[config.mk]
export PLATFORM = sky130hd
export DESIGN_NAME = constraint_sampler_driver
export DESIGN_NICKNAME = d
export VERILOG_FILES = /design/src/rtl/constraint_sampler_driver.sv
export SDC_FILE = /design/constraint.sdc
export NUM_CORES = 1
export LEC_CHECK = 0
export BUFFER_PORTS_ARGS = -buffer_cell sky130_fd_sc_hd__buf_2
export CAP_MARGIN = 20
export CORE_MARGIN = 2
export CORE_UTILIZATION = 35
export CTS_CLUSTER_SIZE = 12
export DETAILED_ROUTE_END_ITERATION = 10
export GPL_TIMING_DRIVEN = 0
export PLACE_DENSITY = 0.69
export SLEW_MARGIN = 20
export SYNTH_ARGS = -nofsm -noshare
export SYNTH_HDL_FRONTEND = slang
export SYNTH_SLANG_ARGS = --single-unit
export TNS_END_PERCENT = 20
[constraint.sdc]
create_clock -name clk -period 2.3 [get_ports clk]
set_clock_uncertainty 0.05 [all_clocks]
set_input_delay 0.345 -clock clk [delete_from_list [all_inputs] [get_ports clk]]
set_output_delay 0.345 -clock clk [all_outputs]
set_load 0.03 [all_outputs]
[src/rtl/constraint_sampler_driver.sv]
// Candidate generator for the combinational constraint checker: xorshift64 words
// fill a candidate, the checker's verdict is awaited, rejects retry up to MAX_TRIES.
// Optional macro SAMPLER_STATS_EN adds saturating accept/reject counters.
module constraint_sampler_driver #(
  parameter int          VEC_W     = 64,
  parameter logic [63:0] SEED      = 64'h0000_0000_0000_0001,
  parameter int          MAX_TRIES = 1024,
  parameter int          CHECK_LAT = 0
) (
  input  logic             clk,
  input  logic             rst_n,
  input  logic             run_i,
  input  logic             seed_load_i,
  input  logic [63:0]      seed_in_i,
  output logic [VEC_W-1:0] cand_o,
  input  logic             chk_sat_i,
  output logic             sample_valid_o,
  input  logic             sample_ready_i,
  output logic [VEC_W-1:0] sample_o,
  output logic             fail_o,
  output logic [15:0]      tries_o,
  output logic             busy_o
`ifdef SAMPLER_STATS_EN
  ,
  output logic [31:0]      stat_accept_o,
  output logic [31:0]      stat_reject_o
`endif
);

  localparam logic [63:0] SUBST  = 64'h9E37_79B9_7F4A_7C15;
  localparam int          NWORDS = (VEC_W + 63) / 64;
  localparam int          WCW    = (NWORDS > 1) ? $clog2(NWORDS) : 1;
  localparam logic [WCW-1:0] WLAST = WCW'(NWORDS - 1);
  localparam logic [2:0]  LLAST  = 3'(CHECK_LAT);
  localparam logic [15:0] TLAST  = 16'(MAX_TRIES - 1);
  localparam logic [15:0] TMAX   = 16'(MAX_TRIES);

  localparam logic [2:0] ST_IDLE  = 3'd0;
  localparam logic [2:0] ST_FILL  = 3'd1;
  localparam logic [2:0] ST_CHECK = 3'd2;
  localparam logic [2:0] ST_HOLD  = 3'd3;
  localparam logic [2:0] ST_FAIL  = 3'd4;

  function automatic logic [63:0] fix_seed(input logic [63:0] s);
    return (s == 64'd0) ? SUBST : s;
  endfunction

  function automatic logic [63:0] xs64(input logic [63:0] s);
    logic [63:0] t;
    t = s ^ (s << 13);
    t = t ^ (t >> 7);
    t = t ^ (t << 17);
    return t;
  endfunction

  logic [2:0]       state;
  logic [63:0]      prng;
  logic [VEC_W-1:0] cand;
  logic [15:0]      tries;
  logic [WCW-1:0]   wcnt;
  logic [2:0]       lcnt;
  logic [63:0]      word;
  logic [VEC_W-1:0] cand_nxt;
  logic             verdict;

  assign word    = xs64(prng);
  assign verdict = (state == ST_CHECK) && (lcnt == LLAST);

  // Shift words in from the bottom so the first word lands on top; any bits
  // of it above VEC_W fall off.
  generate
    if (NWORDS == 1) begin : g_one
      assign cand_nxt = word[VEC_W-1:0];
    end else begin : g_multi
      assign cand_nxt = {cand[VEC_W-65:0], word};
    end
  endgenerate

  always_ff @(posedge clk) begin
    if (!rst_n) begin
      state <= ST_IDLE;
      prng  <= fix_seed(SEED);
      cand  <= '0;
      tries <= '0;
      wcnt  <= '0;
      lcnt  <= '0;
    end else begin
      case (state)
        ST_IDLE: begin
          if (seed_load_i) begin
            prng <= fix_seed(seed_in_i);
          end else if (run_i) begin
            state <= ST_FILL;
            tries <= '0;
            wcnt  <= '0;
          end
        end
        ST_FILL: begin
          prng <= word;
          cand <= cand_nxt;
          if (wcnt == WLAST) begin
            state <= ST_CHECK;
            wcnt  <= '0;
            lcnt  <= '0;
          end else begin
            wcnt <= wcnt + 1'b1;
          end
        end
        ST_CHECK: begin
          if (verdict) begin
            if (chk_sat_i) begin
              state <= ST_HOLD;
            end else if (tries == TLAST) begin
              state <= ST_FAIL;
              tries <= TMAX;
            end else begin
              state <= ST_FILL;
              tries <= tries + 16'd1;
            end
          end else begin
            lcnt <= lcnt + 3'd1;
          end
        end
        ST_HOLD: begin
          if (sample_ready_i) begin
            if (run_i) begin
              state <= ST_FILL;
              tries <= '0;
            end else begin
              state <= ST_IDLE;
            end
          end
        end
        ST_FAIL: state <= ST_IDLE;
        default: state <= ST_IDLE;
      endcase
    end
  end

  assign cand_o         = cand;
  assign sample_o       = cand;
  assign tries_o        = tries;
  assign sample_valid_o = (state == ST_HOLD);
  assign fail_o         = (state == ST_FAIL);
  assign busy_o         = (state != ST_IDLE);

`ifdef SAMPLER_STATS_EN
  logic [31:0] acc_cnt, rej_cnt;

  always_ff @(posedge clk) begin
    if (!rst_n) begin
      acc_cnt <= '0;
      rej_cnt <= '0;
    end else begin
      if (sample_valid_o && sample_ready_i && acc_cnt != 32'hFFFF_FFFF)
        acc_cnt <= acc_cnt + 32'd1;
      if (verdict && !chk_sat_i && rej_cnt != 32'hFFFF_FFFF)
        rej_cnt <= rej_cnt + 32'd1;
    end
  end

  assign stat_accept_o = acc_cnt;
  assign stat_reject_o = rej_cnt;
`endif

endmodule

==> flow_metrics.env <==
export IMPL_routed_top_layer="met5"
export IMPL_r2r_setup_slack_ns=-0.01
export IMPL_fin_nets=1234
export IMPL_arrival_ns=2.59
export IMPL_cp_end_kind="flop"
export IMPL_cts_root_buf="clkbuf_16"
export IMPL_synthArstFlopShare_pct=0
export IMPL_dieWidth_um=155
export IMPL_firstDrtPassIters=5
export IMPL_holdPathStages=2
export IMPL_r2r_end="tries_o[8]"
export IMPL_grt_remaining_overflow=0
export IMPL_insertion_delay_ns=0.43
export IMPL_wl_met1_um=11800
export IMPL_grt_max_degree=17
export IMPL_timing_setup_tns_ns=-0.0185
export IMPL_vias=7617
export IMPL_crit_start="lcnt[0]"
export IMPL_min_to="state[2]"
export IMPL_synth_area_leader_cell="dfxtp_1"
export IMPL_num_rows=55
export IMPL_synth_cells=918
export IMPL_synthFlopType="dfxtp_1"
export IMPL_htreeDepth=4
export IMPL_syn_area_per_cell_sq_um=8.64
export IMPL_status="finished, violations left"
export IMPL_synth_fp_nets=991
export IMPL_clk_pin_slew_worst_paths_ns=0.07
export IMPL_period_share_pct=100
export IMPL_io_pins=217
export IMPL_gp_congestion=0.965
export IMPL_clock_sinks=150
export IMPL_ys_top_cells_by_count="dfxtp_1, xnor2_1, nor2_1"
export IMPL_worst_path_max_fanout=10
export IMPL_min_from="chk_sat_i"
export IMPL_timing_fmax_ghz=0.433
export IMPL_yosysTopAreaCellShare_pct=37.8
export IMPL_grt_pass1_wl_um=40500
export IMPL_dpl_hpwl_um=21300
export IMPL_seq_area_frac_synth_pct=37.8
export IMPL_cap_violations=0
export IMPL_reg2reg_depth=8
export IMPL_synthTopCellsByArea="dfxtp_1, xnor2_1, buf_4"
export IMPL_path_class="flop to flop"
export IMPL_drt_iter0_markers=641
export IMPL_violations="setup timing"
export IMPL_grt_pass1_vias=7022
export IMPL_drc=0
export IMPL_syn2layout_area_growth_pct=27.7
export IMPL_synth_seq_cells=150
export IMPL_totalWireLength_um=27500
export IMPL_setup_viol=2
export IMPL_ys_warn_count=0
export IMPL_fin_hold_ws_ns=0.0800
export IMPL_p_leak_nw=4.43
export IMPL_report_final_hold_viol_count=0
export IMPL_grt_util_all_layers_pct=22.4
export IMPL_worst_slack_ns=-0.0111
export IMPL_wl_per_cell_um=18.8
export IMPL_met2WireLength_um=12600
export IMPL_start_util_pct=35.4
export IMPL_die_area_sq_um=23900
export IMPL_worstSetupStartpointType="flop"
export IMPL_port_buffers=215
export IMPL_ys_types=49
export IMPL_power_mw=14.3
export IMPL_antenna_found_initial=4
export IMPL_cts_tree="done"
export IMPL_rr_startpoint="lcnt[0]"
export IMPL_tightest_slew_ns=0.973
export IMPL_yosys_cell_count_top_type="dfxtp_1"
export IMPL_slew_viol_final=0
export IMPL_worst_endpoint_required_ns=2.58
export IMPL_min_path_type="input pin to flop"
export IMPL_die_h_um=155
export IMPL_wl_met3_um=2120
export IMPL_synth_area_sq_um=7940
export IMPL_rsz0062_at_grt="true"
export IMPL_core_sq_um=22400
export IMPL_max_slew_margin_pct=35.1
export IMPL_viasPerCell=5.21
export IMPL_ant_nets=0
export IMPL_cts_inserted_buffers=17
export IMPL_power_density_nw_per_um2=1420
export IMPL_period_needed_ns=2.31
export IMPL_synth_edf_count=0
export IMPL_cts_buffer_depth=2
export IMPL_drive_above_1_share_pct=34.1
export IMPL_peakVddDrop_mv=0.494
[sequential cells by signal, indices dropped and copies added, names as in the netlist]
register  count
tries_o      16
lcnt          3
prng         64
state         3
cand_o       64
[stage by stage]
| stage | setup slack, ns | utilization [%] | instances | instance area (sq um) |
|---|---|---|---|---|
| 2_1_floorplan | 0.119 | - | 918 | 7940 |
| 3_3_place_gp | -0.716 | 41.8 | 1418 | 9370 |
| 3_5_place_dp | -0.710 | 41.8 | 1418 | 9370 |
| 4_1_cts | -0.0679 | 44.5 | 1451 | 9980 |
| 5_1_grt | -0.150 | 45.2 | 1460 | 10100 |
| 6_report | -0.0111 | 45.2 | 1461 | 10100 |
[worst max-delay path, cell delays in order, from the launching register on]
cell	delay (ns)
dfxtp_2	0.32
inv_2	0.08
ha_4	0.14
or3b_4	0.39
a311oi_4	0.44
clkbuf_1	0.39
nand4_1	0.18
xor2_1	0.17
nor2_1	0.06
[layout make-up]
type | count | area, sq um
diodes | 2 | 5.00
plain buffers | 119 | 739
clock buffers | 20 | 447
clock inverters | 12 | 121
fillers | 2265 | 12300
inverters | 7 | 26.3
multi-input cells | 642 | 4290
flip-flops and latches | 150 | 3010
well taps | 285 | 357
repair buffers | 224 | 1140
[where the power goes]
part           switching (mW)  internal [mW]  leakage (nW)
Clock                    1.20           1.54         0.264
Combinational            4.59           3.18          2.94
Sequential              0.653           3.18          1.23
[worst max-delay path by stage]
stage,slack [ns],cells after the start,to
2_1_floorplan,0.12,6,tries_o[10]
3_3_place_gp,-0.72,8,prng[35]
3_5_place_dp,-0.71,8,prng[30]
4_1_cts,-0.07,7,tries_o[13]
5_1_grt,-0.15,8,tries_o[2]
6_report,-0.01,8,tries_o[8]
[cells in the final DEF, fill, tap and decap left out, types with 4 or more instances in the layout]
| cell type | n |
|---|---|
| xor2_1 | 46 |
| a22oi_1 | 8 |
| o21ai_2 | 4 |
| nand3_1 | 14 |
| clkbuf_1 | 24 |
| buf_4 | 74 |
| nand2_1 | 77 |
| clkinvlp_4 | 4 |
| o21a_1 | 25 |
| inv_6 | 4 |
| nand4_1 | 11 |
| xnor2_1 | 132 |
| clkbuf_2 | 14 |
| a211oi_1 | 9 |
| mux2i_1 | 6 |
| buf_2 | 228 |
| a31oi_1 | 17 |
| clkbuf_4 | 4 |
| nor2_1 | 87 |
| inv_1 | 5 |
| and3_1 | 5 |
| o221a_2 | 23 |
| nor3_1 | 9 |
| clkbuf_16 | 17 |
| dfxtp_1 | 147 |
| nor4_1 | 15 |
| o21ai_0 | 16 |
| nand2b_1 | 9 |
| o21ai_1 | 13 |
| a21oi_1 | 66 |
[cells by family after synthesis]
group | after synthesis | share of synthesized area (%)
simple gates | 258 | 15.3
compound gates | 197 | 16.8
xor+xnor | 178 | 19.6
flops | 150 | 37.8
buf+inv | 126 | 9.22
mux | 6 | 0.757
fa+ha+maj | 3 | 0.473
[per-layer routing]
metal,vias up,track usage [%]
li1,3582,-
met1,3600,28.9
met2,371,36.3
met3,60,4.65
met4,4,9.70
met5,-,0
[timing repair]
item                                    4_1_cts  5_1_grt
cloned                                        0        0
gates resized for setup                      20       47
pin swaps                                     0        8
buffers inserted                              1        8
endpoints found under the setup margin      139      128
hold buffers                                  0        0
No activity file was read; power rests on OpenSTA's default activity.
